===== src/rtl/sig_phase_timer.sv =====
// Phase timer for the highway/farm-road signal FSM.
// Debounces the car sensor, times each phase and strobes en/x once per phase.
module sig_phase_timer #(
  parameter int CNT_W         = 8,
  parameter int MIN_GREEN     = 16,
  parameter int MAX_FWY_GREEN = 48,
  parameter int YELLOW_TIME   = 4,
  parameter int DEBOUNCE      = 3
) (
  input  logic             clk,
  input  logic             rst,
  input  logic             car_raw,
  input  logic [1:0]       hwy,
  input  logic [1:0]       fwy,
  output logic             en,
  output logic             x,
  output logic [CNT_W-1:0] phase_cnt,
  output logic             car_seen,
  output logic             err
);

  localparam int DW = $clog2(DEBOUNCE + 1);

  localparam logic [1:0] L_Y = 2'd0;
  localparam logic [1:0] L_R = 2'd1;
  localparam logic [1:0] L_G = 2'd2;

  localparam logic [2:0] PH_HG  = 3'd0;
  localparam logic [2:0] PH_HY  = 3'd1;
  localparam logic [2:0] PH_FG  = 3'd2;
  localparam logic [2:0] PH_FY  = 3'd3;
  localparam logic [2:0] PH_ILL = 3'd4;

  localparam logic [0:0] S_RUN  = 1'b0;
  localparam logic [0:0] S_WAIT = 1'b1;

  localparam logic [CNT_W-1:0] CNT_MAX = '1;
  localparam logic [CNT_W-1:0] MIN_T   = CNT_W'(MIN_GREEN - 1);
  localparam logic [CNT_W-1:0] MAX_T   = CNT_W'(MAX_FWY_GREEN - 1);
  localparam logic [CNT_W-1:0] YEL_T   = CNT_W'(YELLOW_TIME - 1);
  localparam logic [DW-1:0]    DEB_MAX = DW'(DEBOUNCE);

  logic [2:0]    phase;
  logic [2:0]    prev_phase;
  logic          sync1;
  logic          sync2;
  logic [DW-1:0] deb_cnt;
  logic [DW-1:0] deb_nxt;
  logic          adv_ok;
  logic [0:0]    state;
  logic [1:0]    wait_cnt;

  always_comb begin
    phase = PH_ILL;
    unique case (1'b1)
      (hwy == L_G && fwy == L_R): phase = PH_HG;
      (hwy == L_Y && fwy == L_R): phase = PH_HY;
      (hwy == L_R && fwy == L_G): phase = PH_FG;
      (hwy == L_R && fwy == L_Y): phase = PH_FY;
      default:                    phase = PH_ILL;
    endcase
  end

  always_comb begin
    deb_nxt = '0;
    if (sync2) begin
      deb_nxt = (deb_cnt == DEB_MAX) ? deb_cnt : deb_cnt + DW'(1);
    end
  end

  // car_seen tracks the count as it is written, giving DEBOUNCE+2 latency
  always_ff @(posedge clk or negedge rst) begin
    if (!rst) begin
      sync1    <= 1'b0;
      sync2    <= 1'b0;
      deb_cnt  <= '0;
      car_seen <= 1'b0;
    end else begin
      sync1    <= car_raw;
      sync2    <= sync1;
      deb_cnt  <= deb_nxt;
      car_seen <= (deb_nxt == DEB_MAX);
    end
  end

  always_ff @(posedge clk or negedge rst) begin
    if (!rst) begin
      prev_phase <= PH_HG;
      phase_cnt  <= '0;
    end else begin
      prev_phase <= phase;
      if (phase == PH_ILL || phase != prev_phase) begin
        phase_cnt <= '0;
      end else if (phase_cnt != CNT_MAX) begin
        phase_cnt <= phase_cnt + CNT_W'(1);
      end
    end
  end

  always_comb begin
    adv_ok = 1'b0;
    case (phase)
      PH_HG:   adv_ok = car_seen && (phase_cnt >= MIN_T);
      PH_HY:   adv_ok = (phase_cnt >= YEL_T);
      PH_FG:   adv_ok = (!car_seen && (phase_cnt >= MIN_T))
                        || (phase_cnt >= MAX_T);
      PH_FY:   adv_ok = (phase_cnt >= YEL_T);
      default: adv_ok = 1'b0;
    endcase
  end

  // phase_cnt only belongs to the current phase once it has been seen twice
  assign en = (state == S_RUN) && (phase == prev_phase) && adv_ok;
  assign x  = en;

  always_ff @(posedge clk or negedge rst) begin
    if (!rst) begin
      state    <= S_RUN;
      wait_cnt <= '0;
      err      <= 1'b0;
    end else begin
      if (phase == PH_ILL) begin
        err <= 1'b1;
      end
      case (state)
        S_RUN: begin
          if (en) begin
            state    <= S_WAIT;
            wait_cnt <= '0;
          end
        end
        S_WAIT: begin
          if (phase != prev_phase) begin
            state <= S_RUN;
          end else if (wait_cnt == 2'd3) begin
            err   <= 1'b1;
            state <= S_RUN;
          end else begin
            wait_cnt <= wait_cnt + 2'd1;
          end
        end
        default: state <= S_RUN;
      endcase
    end
  end

endmodule

===== config.mk =====
export PLATFORM = sky130hd
export DESIGN_NAME = sig_phase_timer
export DESIGN_NICKNAME = d
export VERILOG_FILES = /design/src/rtl/sig_phase_timer.sv
export SDC_FILE = /design/constraint.sdc
export NUM_CORES = 1
export LEC_CHECK = 0
export BUFFER_PORTS_ARGS = -buffer_cell sky130_fd_sc_hd__buf_4
export CAP_MARGIN = 10
export CORE_ASPECT_RATIO = 1.2
export CORE_MARGIN = 2
export CORE_UTILIZATION = 51
export CTS_BUF_LIST = sky130_fd_sc_hd__clkbuf_4
export DETAILED_ROUTE_END_ITERATION = 6
export PLACE_DENSITY = 0.77
export SYNTH_ARGS = -nofsm -noshare
export SYNTH_HDL_FRONTEND = slang
export SYNTH_SLANG_ARGS = --single-unit

===== constraint.sdc =====
create_clock -name clk -period 2.08 [get_ports clk]
set_input_delay 0.416 -clock clk [delete_from_list [all_inputs] [get_ports clk]]
set_output_delay 0.416 -clock clk [all_outputs]
set_load 0.1 [all_outputs]

# After elaboration in Yosys (flattened, before gate mapping)
# Cells that the tools add are included.
classes:
  addsub: 3
  magnitude_cmp: 3
  n_eq_ne: 17
  muxes: 18
  n_bitwise: 1
  n_reduce_logical: 17
ops:
  columns: ["op", "count"]
  rows:
  - ["8-bit two-way mux", 2]
  - ["3-bit case mux with 4 select lines", 1]
  - ["2-bit equality test, second input constant", 5]
  - ["2-bit two-way mux", 5]
  - ["8-bit by 1-bit adder with 8-bit output, second input constant", 1]
  - ["8-bit by 2-bit greater-or-equal comparator with 1-bit output, second input constant", 1]
  - ["8-bit by 4-bit greater-or-equal comparator with 1-bit output, second input constant", 1]
  - ["8-bit by 6-bit greater-or-equal comparator with 1-bit output, second input constant", 1]
  - ["1-bit logical AND", 8]
  - ["8-bit != test, second input constant", 1]
  - ["1-bit two-way mux", 7]
  - ["3-bit by 2-bit equality test with 1-bit output, second input constant", 2]
  - ["2-bit != test, second input constant", 3]
  - ["2-bit by 1-bit adder with 2-bit output, second input constant", 2]
  - ["2-bit by 1-bit equality test with 1-bit output, second input constant", 2]
  - ["2-bit logical NOT", 2]
  - ["2-bit case mux with 2 select lines", 1]
  - ["3-bit by 1-bit equality test with 1-bit output, second input constant", 1]
  - ["3-bit equality test", 1]
  - ["3-bit equality test, second input constant", 1]
  - ["3-bit logical NOT", 1]
  - ["3-bit != test", 1]
  - ["1-bit case mux with 3 select lines", 1]
  - ["3-bit AND reduction", 1]
  - ["other kinds (6)", 7]
word_totals:
  regBits: 20
  input_bits: 7
  output_inout_bits: 12

# Logic depth before layout (Yosys ltp)
# Gate-level depths: netlist of run 1.
logic_depth:
  ltp_word: 9
  ltp_mapped: 8
  ltp_nobuf: 7

# Worst setup path after synthesis of run 1
# No wires, ideal clock.
synth_path:
  kind: "flip-flop to output port"
  from: "register phase_cnt[0]"
  to: "output x"
  t_arrival_ps: 3399
  t_required_ps: 1664
  slack_ps: -1735
  stages_incl_launch_ff: 9
  path_cell_list: "dfrtp_1 ha_1 a31oi_1 maj3_1 nand2_1 nand3_1 a31oi_4 and2_1 buf_4"
synth_via:
  elab_chain_cells: 5
synth_rtl:
  columns: ["item", "line", "text"]
  rows:
  - ["start, declared", "17", "output logic [CNT_W-1:0] phase_cnt,"]
  - ["start signal, assigned", "95", "phase_cnt <= phase_cnt + CNT_W'(1);"]
  - ["8-bit by 4-bit greater-or-equal comparator with 1-bit output", "103, 105", null]
  - ["1-bit logical AND", "105", "PH_FG: adv_ok = (!car_seen && (phase_cnt >= MIN_T))"]
  - ["1-bit logical OR", "106", "|| (phase_cnt >= MAX_T);"]
  - ["1-bit case mux with 3 select lines *", "102", "case (phase)"]
  - ["1-bit logical AND *", "113", "assign en = (state == S_RUN) && (phase == prev_phase) && adv_ok;"]
  - ["end, declared", "16", "output logic x,"]
# Every way passes the cells marked *; elsewhere a longest branch is shown, timed or not.

# Final worst setup path of run 1
# Ends and elaborated chain as after synthesis.

==> results.json, run 1 <==
{
  "comb_power_share": 0.161,
  "powerDensity_nw_per_um2": 589,
  "routedWlPerCell_um": 13.9,
  "path_clk_slew_ns": 0.12,
  "antenna_found_initial": 0,
  "yosys.area_share.simple": 0.222,
  "synthMuxAreaShare": 0.0285,
  "drtIter0Drc": 12,
  "tns_ns": -0.592,
  "floorplan.initialDensity": 0.525,
  "num_antenna_cells": 0,
  "p_leak_nw": 0.685,
  "rsz0062_at_grt": "yes",
  "slew_violations": 0,
  "syn-num-nets": 105,
  "syn_area_um2": 1050,
  "synthArstFlopShare": 1.00,
  "slew_headroom": 0.694,
  "p_seq_frac": 0.472,
  "overflow": 0,
  "yosysTopAreaCell": "dfrtp_1",
  "power_mw": 0.882,
  "synthXorXnorAreaFrac": 0.0571,
  "clock-sinks": 20,
  "swShare": 0.248,
  "grt_pass1_vias": 888,
  "clock_latency_ns": 0.31,
  "num_rows": 18,
  "synth_edf_count": 0,
  "finalHoldViolCount": 0,
  "die_w_um": 45.5,
  "drcViolationCount": 0,
  "ir_drop_mv": 0.537,
  "htree_levels": 1,
  "tritoncts": "built",
  "synth_top_family_by_area": "simple AND/OR/NAND/NOR gates",
  "pwr-share-clk": 0.367,
  "syn_inst": 96,
  "syn_area_per_cell_um2": 11.0,
  "switchingPower_mw": 0.219,
  "port_buffers": 18,
  "grt_max_degree": 21,
  "crit_path_end_kind": "primary output",
  "fmax_mhz": 421,
  "gp_congestion": 0.798,
  "arrival_ns": 1.96,
  "violations": "negative setup slack",
  "grt_use_total": 0.208,
  "core_um2": 2000,
  "routed_wl_um": 2170,
  "fin_skew_ns": 0.00336,
  "synthDominantCellAreaShare": 0.476,
  "place_ws_ns": -0.237,
  "vias": 878,
  "yosys_warnings": 0,
  "fin_crit_ns": 2.38,
  "area_delta_synth_final_pct": 42.3,
  "ys_ff_latch": 20,
  "cts_root_buffer": "clkbuf_4",
  "p_int_mw": 0.663,
  "period_share": 1.14,
  "path_max_fanout": 2,
  "setup_viol": 2,
  "nNetsFinal": 146,
  "vias_per_cell": 5.63,
  "first_pass_iters": 4,
  "layout_setup_ws_ns": -0.296,
  "synth-adder-area-share": 0.0333,
  "synthTopCellsByCount": "dfrtp_1, nor2_1, a21oi_1, nand2_1, inv_1",
  "timing.critical_path.from_type": "register",
  "antenna_left": 0,
  "status": "complete, but fails checks",
  "synth_compound_area_frac": 0.147,
  "synth.most_common_cell": "dfrtp_1",
  "synth_cell_type_count": 40,
  "yosys-top-cells-area": "dfrtp_1, a21oi_1, xnor2_1",
  "critical_path_required_ns": 1.66,
  "ys.flop_type": "dfrtp_1",
  "die-area_um2": 2440,
  "worst_pin_slew_ns": 0.456,
  "criticalPathCategory": "register to primary output",
  "fill_cells": 139,
  "drive_gt1_frac": 0.471,
  "die_y_um": 53.8,
  "clock_path_buffers": 2,
  "max_cap_viol_count": 0,
  "hpwl_um": 1630,
  "synth_seq_area_share": 0.476,
  "fin_util": 0.747,
  "grt_pass1_wl_um": 3600,
  "min_path_type": "input port to register",
  "ios": 19,
  "cts_made_buffers": 3
}
-- path summary, 6_finish.rpt --
kind,from,end,slack (ns),cells past startpoint
worst max register to register,phase_cnt[0]$_DFFE_PN0P_,phase_cnt[5]$_DFFE_PN0P_,0.26,7
min in group asynchronous,rst,wait_cnt[1]$_DFFE_PN0P_,0.50,2
worst max-delay path,phase_cnt[0]$_DFFE_PN0P_,x,-0.30,8
worst min-delay path,car_raw,sync1$_DFF_PN0_,0.20,1
worst min register to register,sync1$_DFF_PN0_,sync2$_DFF_PN0_,0.37,0
max in group asynchronous,rst,phase_cnt[1]$_DFFE_PN0P_,1.35,2
-- cell families (layout without fill, tap and decap cells) --
family / count (synthesis) / in the layout
and+or+nand+nor: 37 / 37
AOI/OAI and AO/OA: 20 / 20
DFF: 20 / 20
buffers and inverters: 7 / 47
xor gates and xnor gates: 6 / 6
adders and majority gates: 3 / 3
muxes: 3 / 3
-- worst max-delay path: stages, from the launching register on --
cell and delay, ns:
dfrtp_4 0.44, ha_4 0.15, a31oi_4 0.08, maj3_2 0.30, nand2_2 0.06, nand3_2 0.08
a31oi_4 0.15, and2_4 0.20, buf_12 0.17
-- state kept, by name (all words and copies together), names as in the netlist --
name        count
car_seen        1
sync2           1
prev_phase      3
sync1           1
state           1
phase_cnt       8
deb_cnt         2
wait_cnt        2
err             1
-- per-stage QoR --
stage	cells	hold slack (ns)	cell area (um^2)
3_5_place_dp	149	0.304	1370
5_1_grt	156	0.173	1500
2_1_floorplan	96	0.120	1110
3_3_place_gp	149	0.306	1370
6_report	156	0.202	1500
4_1_cts	155	0.201	1480
-- timing repair --
action / 4_1_cts / 5_1_grt
setup buffers: 1 / 1
endpoints found under the hold margin: 20 / 0
pin swaps: 5 / 0
endpoints found under the setup margin: 2 / 2
hold buffers: 1 / 0
gates resized for setup: 10 / 3
-- layer usage --
layer	routed length, um	track usage	vias up
li1	-	-	428
met1	856	0.230	423
met2	1200	0.364	22
met3	78	0.0503	5
met4	37	0.103	0
met5	0	0	-
-- cell usage in the layout (no fill, tap or decap), drive strengths merged, types with 2 or more instances in the layout --
master  count
nand3b      2
buf        37
ha          2
a211oi      2
mux2i       3
nand4       3
and4        2
nor3        4
and2        2
o22ai       2
dfrtp      20
inv         5
xnor2       5
a21oi       7
clkbuf      3
nor2        8
a31oi       2
nand2       7
-- layout make-up --
cell class | count | area [um^2] | area share
clock buffers | 3 | 22.5 | 0.0150
clock inverters | 1 | 30.0 | 0.0201
inverters | 5 | 18.8 | 0.0125
multi-input cells | 69 | 574 | 0.383
flip-flops and latches | 20 | 514 | 0.343
well taps | 20 | 25.0 | 0.0167
repair buffers | 38 | 313 | 0.209
-- power by group through the flow --
stage / sequential [mW] / clock [mW] / combinational [mW]
after detailed placement: 0.424 / 0 / 0.137
final: 0.417 / 0.323 / 0.142
after global routing: 0.419 / 0.346 / 0.155
after floorplan: 0.442 / 0 / 0.0595
after global placement: 0.423 / 0 / 0.132
after CTS: 0.416 / 0.323 / 0.139
Note: power is estimated with default switching activity, not from simulation.
==> run 2: changes to the inputs <==
==> constraint.sdc (replaced) <==
create_clock -name clk -period 2.08 [get_ports clk]
set_input_delay 0.104 -clock clk [delete_from_list [all_inputs] [get_ports clk]]
set_output_delay 0.104 -clock clk [all_outputs]
set_load 0.1 [all_outputs]
==> run 2 against run 1 <==
Fmax rose by 14%. Count of clock-buffer cells in the layout stayed put. Sequential share of layout area increased by 0.98 points. First-iteration DRC count rose by 50%. Critical endpoint unchanged. Hold slack worse by 0.18 ns. Clock skew is 0.0013 ns lower. Sequential power is essentially flat. Worst setup slack gained 0.29 ns. Critical path depth stayed put. The run still ends with negative setup slack left. Largest cell class unchanged. Die area unchanged.
==> results.json, run 2 (synthesis results as in run 1) <==
{
  "vias_per_cell": 5.81,
  "path_max_fanout": 4,
  "routed_wl_um": 2280,
  "fin_skew_ns": 0.00207,
  "antenna_left": 0,
  "clock-sinks": 20,
  "power_mw": 0.868,
  "layout_setup_ws_ns": -0.00605,
  "finalHoldViolCount": 0,
  "largest_reg_flops": 8,
  "violations": "negative setup slack",
  "mostFrequentLayoutCell": "buf_4",
  "area_delta_synth_final_pct": 38.0,
  "largest_register": "phase_cnt",
  "final_cell_mix": "buf_4, dfrtp_1, nor2_1",
  "criticalPathCategory": "register to primary output",
  "multi_input_area_um2": 577,
  "gp_congestion": 0.720,
  "antenna_found_initial": 0,
  "fin_util": 0.725,
  "floorplan.initialDensity": 0.525,
  "crit_path_end_kind": "primary output",
  "slew_headroom": 0.744,
  "grt_pass1_wl_um": 3750,
  "fin_crit_ns": 2.09,
  "num_rows": 18,
  "arrival_ns": 1.98,
  "tritoncts": "built",
  "setup_viol": 2,
  "seq_area_um2": 513,
  "fill_cells": 144,
  "htree_levels": 1,
  "max_cap_viol_count": 0,
  "stdcell_area_um2": 1450,
  "drive_gt1_frac": 0.419,
  "p_leak_nw": 0.656,
  "overflow": 0,
  "core_um2": 2000,
  "drcViolationCount": 0,
  "timing.critical_path.from_type": "register",
  "vias": 865,
  "die_w_um": 45.5,
  "first_pass_iters": 4,
  "nNetsFinal": 139,
  "cts_root_buffer": "clkbuf_4",
  "drtIter0Drc": 18,
  "die_y_um": 53.8,
  "num_antenna_cells": 0,
  "routedWlPerCell_um": 15.3,
  "period_share": 1.00,
  "worst_pin_slew_ns": 0.382,
  "port_buffers": 18,
  "critical_path_required_ns": 1.98,
  "powerDensity_nw_per_um2": 597,
  "die-area_um2": 2440,
  "rsz0062_at_grt": "yes",
  "cts_made_buffers": 3,
  "path_clk_slew_ns": 0.11,
  "clock_latency_ns": 0.30,
  "grt_use_total": 0.213,
  "reg_top3": "phase_cnt x8, prev_phase x3",
  "min_path_type": "input port to register",
  "grt_max_degree": 21,
  "ir_drop_mv": 0.512,
  "ios": 19,
  "fmax_mhz": 479,
  "slew_violations": 0,
  "placed_area_um2": 1250,
  "status": "complete, but fails checks",
  "hpwl_um": 1480,
  "grt_pass1_vias": 858,
  "clock_path_buffers": 2
}
-- run 2: cell count changes in the layout (fill, tap and decap cells not counted) --
cell / change
dfrtp_1: +1
nor4b_4: +1
buf_6: +1
dfrtp_2: -1
buf_4: -9
dlygate4sd3_1: +1
nor4b_2: -1
nor4_1: +1
nor4_2: -1
-- run 2: per-stage QoR --
step                std cells  setup slack (ns)  TNS (ns)  hold slack [ns]
global route              149           -0.0905    -0.179           0.0228
floorplan                  96            -0.210    -0.210           -0.192
finish                    149          -0.00605   -0.0112           0.0211
global placement          133             0.199         0         -0.00463
detailed placement        133            0.0951         0         -0.00430
CTS                       147          -0.00744   -0.0148          0.00938
-- run 2: area by class of cell --
type | instances | area share
inverters | 5 | 0.0129
clock inverters | 1 | 0.0207
multi-input cells | 69 | 0.397
flip-flops and latches | 20 | 0.353
repair buffers | 31 | 0.183
well taps | 20 | 0.0172
clock buffers | 3 | 0.0155
-- run 2: worst max-delay path, cell delays in order, from the launching register on --
cell	delay [ns]
dfrtp_4	0.45
ha_4	0.17
a31oi_4	0.09
maj3_2	0.31
nand2_2	0.06
nand3_2	0.07
a31oi_4	0.15
and2_4	0.20
buf_12	0.17
-- run 2: worst paths after layout --
check                                         start                        to  slack [ns]  cells after the start
setup / recovery           phase_cnt[1]$_DFFE_PN0P_                         x      -0.006                      8
hold / removal                               fwy[1]   prev_phase[0]$_DFF_PN0_        0.02                      2
setup reg to reg           phase_cnt[1]$_DFFE_PN0P_           state$_DFF_PN0_        0.24                      8
hold reg to reg                     sync1$_DFF_PN0_           sync2$_DFF_PN0_        0.36                      0
max in group asynchronous                       rst  phase_cnt[0]$_DFFE_PN0P_        1.65                      2
min in group asynchronous                       rst   wait_cnt[1]$_DFFE_PN0P_        0.20                      2
-- run 2: repair_timing --
action / in CTS / in global routing
buffers inserted: 8 / 2
hold endpoints to repair: 21 / 0
setup endpoints to repair: 2 / 2
pin swaps: 8 / 2
hold buffers: 2 / 0
gates cloned: 0 / 0
gates resized for setup: 9 / 4
-- run 2: layer usage --
layer / vias up / track usage / wire length [um]
li1: 412 / - / -
met1: 428 / 0.255 / 899
met3: 7 / 0.0201 / 55
met4: 0 / 0.103 / 51
met2: 18 / 0.373 / 1270
met5: - / 0 / 0
-- run 2: where the power goes --
group / switching (mW) / leakage [nW] / internal, mW
clock network: 0.124 / 0.0279 / 0.195
logic: 0.0767 / 0.385 / 0.0562
registers: 0.0119 / 0.243 / 0.404
total: 0.213 / 0.656 / 0.655
==> run 3: changes to the inputs <==
ABC_AREA = 1   (was default)
ABC_CLOCK_PERIOD_IN_PS = 2080   (was default)
REMOVE_ABC_BUFFERS = 1   (was default)
==> run 3 against run 2 <==
Sequential power fell by 2%. Clock power barely moved. Synthesized cell count rose by 42%. The flow now finishes without violations. Critical path type unchanged. Largest power group unchanged. Combinational power fell by 22%. Via count rose by 10%.
==> results.json, run 3 <==
{
  "status": "completed",
  "overflow": 0,
  "tritoncts": "built",
  "timing.critical_path.from_type": "register",
  "powerDensity_nw_per_um2": 602,
  "antenna_left": 0,
  "synthDominantCellAreaShare": 0.460,
  "die_y_um": 54.6,
  "drtIter0Drc": 9,
  "floorplan.initialDensity": 0.531,
  "port_buffers": 18,
  "vias_per_cell": 5.02,
  "synthTopCellsByCount": "nand2_1, inv_1, dfrtp_1, nor2_1, nand3_1",
  "p_leak_nw": 0.706,
  "final_cells": 190,
  "fill_cells": 176,
  "core_um2": 2050,
  "finalHoldViolCount": 0,
  "nNetsFinal": 170,
  "clock_path_buffers": 2,
  "yosysTopAreaCell": "dfrtp_1",
  "synthArstFlopShare": 1.00,
  "criticalPathCategory": "register to primary output",
  "synth_seq_area_share": 0.460,
  "max_cap_viol_count": 0,
  "die_w_um": 46.2,
  "syn_inst": 136,
  "clock_latency_ns": 0.31,
  "power_mw": 0.830,
  "crit_buf_inv": 3,
  "grt_use_total": 0.193,
  "drcViolationCount": 0,
  "drive_gt1_frac": 0.275,
  "path_clk_slew_ns": 0.11,
  "grt_pass1_wl_um": 3430,
  "dpl.cell_count": 183,
  "critical_path_required_ns": 1.98,
  "largest_register": "phase_cnt",
  "clock-sinks": 20,
  "num_rows": 18,
  "synth_edf_count": 0,
  "slew_violations": 0,
  "area_delta_synth_final_pct": 26.7,
  "layout_setup_ws_ns": 0.204,
  "final_cell_mix": "nand2_1, nor2_1, inv_1",
  "hpwl_um": 1590,
  "fmax_mhz": 533,
  "arrival_ns": 1.77,
  "rsz0062_at_grt": "no",
  "largest_reg_flops": 8,
  "synth_cell_type_count": 23,
  "max_stage_delay_ns": 0.43,
  "place_ws_ns": 0.352,
  "antenna_found_initial": 0,
  "yosys_warnings": 0,
  "ios": 19,
  "path_max_fanout": 5,
  "ys_ff_latch": 20,
  "worstPathCellList": "ha_4 > nand3_1 > nand3_1 > inv_1 > nor2_1 > nor2_1 > nand2_1 > nand3_2 > inv_2 > buf_12",
  "routedWlPerCell_um": 11.7,
  "grt_max_degree": 21,
  "cts_root_buffer": "clkbuf_4",
  "tns_ns": 0,
  "slew_headroom": 0.817,
  "worst_pin_slew_ns": 0.272,
  "ir_drop_mv": 0.505,
  "fin_util": 0.673,
  "cpLargestDelayFamily": "simple AND/OR/NAND/NOR gates",
  "slowest_stage": "dfrtp_2",
  "vias": 954,
  "synth.most_common_cell": "nand2_1",
  "ys.flop_type": "dfrtp_1",
  "first_pass_iters": 4,
  "syn_area_um2": 1090,
  "routed_wl_um": 2230,
  "num_antenna_cells": 0,
  "fin_skew_ns": 0.0114,
  "reg_top3": "phase_cnt x8, prev_phase x3",
  "syn_area_per_cell_um2": 8.00,
  "min_path_type": "input port to register",
  "htree_levels": 1,
  "gp_congestion": 0.818,
  "crit_path_end_kind": "primary output",
  "fin_crit_ns": 1.88,
  "setup_viol": 0,
  "period_share": 0.902,
  "die-area_um2": 2520,
  "mostFrequentLayoutCell": "nand2_1",
  "grt_pass1_vias": 889,
  "yosys-top-cells-area": "dfrtp_1, nand2_1, nand3_1",
  "cts_made_buffers": 3
}
[run 3: changes by cell type after synthesis, sizes merged, moves of 3 or more]
cell and change:
nand2 +25, mux2i -3, inv +19, nand3 +17, nor2 +14, xnor2 -4
[run 3: area by class of cell]
type,count,area (um^2),share of cell area
clock buffer,3,22.5,0.0163
clock inverter,1,30.0,0.0218
inverter,24,90.1,0.0653
multi-input combinational,91,508,0.368
sequential,20,503,0.365
tap,30,37.5,0.0272
timing repair buffer,21,188,0.136
[run 3: final timing paths]
kind                                     startpoint                        to  slack [ns]  cells past startpoint
hold reg to reg                     sync1$_DFF_PN0_           sync2$_DFF_PN0_        0.37                      0
max in group asynchronous                       rst  phase_cnt[0]$_DFFE_PN0P_        1.64                      2
setup reg to reg           phase_cnt[0]$_DFFE_PN0P_  phase_cnt[5]$_DFFE_PN0P_        0.53                      7
min in group asynchronous                       rst  phase_cnt[3]$_DFFE_PN0P_        0.20                      2
hold / removal                               fwy[1]   prev_phase[0]$_DFF_PN0_        0.11                      4
setup / recovery           phase_cnt[0]$_DFFE_PN0P_                        en        0.20                     10
[run 3: power by group]
group          total (mW)  switching, mW  internal [mW]
sequential          0.407        0.00722          0.400
clock               0.319          0.124          0.195
combinational       0.104         0.0697         0.0347
total               0.830          0.201          0.629
[run 3: kinds of logic after synthesis]
group,Yosys count,share of synthesized area
simple gates,79,0.368
buf+inv,25,0.0897
flops,20,0.460
compound gates,8,0.0437
xor+xnor,2,0.0161
fa+ha+maj,2,0.0230
[run 3: what timing repair did]
action                                 CTS  global route
setup endpoints to repair                1             2
endpoints found under the hold margin   21             0
resized for setup                        0            12
buffers inserted                         0             1
hold buffers                             2             0
[run 3: worst reg2reg max path, delay by kind of cell (launching register included)]
family                   cells  cell delay, ns
AND/OR/NAND/NOR              6            0.88
flip-flops                   1            0.43
adder cells (fa/ha/maj)      1            0.16
[run 3: per-stage QoR]
step / instance area, um^2 / hold WS (ns)
after floorplan: 1080 / -0.192
after global placement: 1250 / -0.00838
after detailed placement: 1250 / -0.00449
after CTS: 1330 / 0.107
after global routing: 1380 / 0.123
final: 1380 / 0.112
[run 3: metal layers]
layer | GRT usage | routed length [um] | vias to the layer above
met3 | 0.0363 | 89 | 4
li1 | - | - | 476
met4 | 0.0857 | 27 | 0
met1 | 0.199 | 912 | 449
met2 | 0.368 | 1200 | 25
met5 | 0 | 0 | -
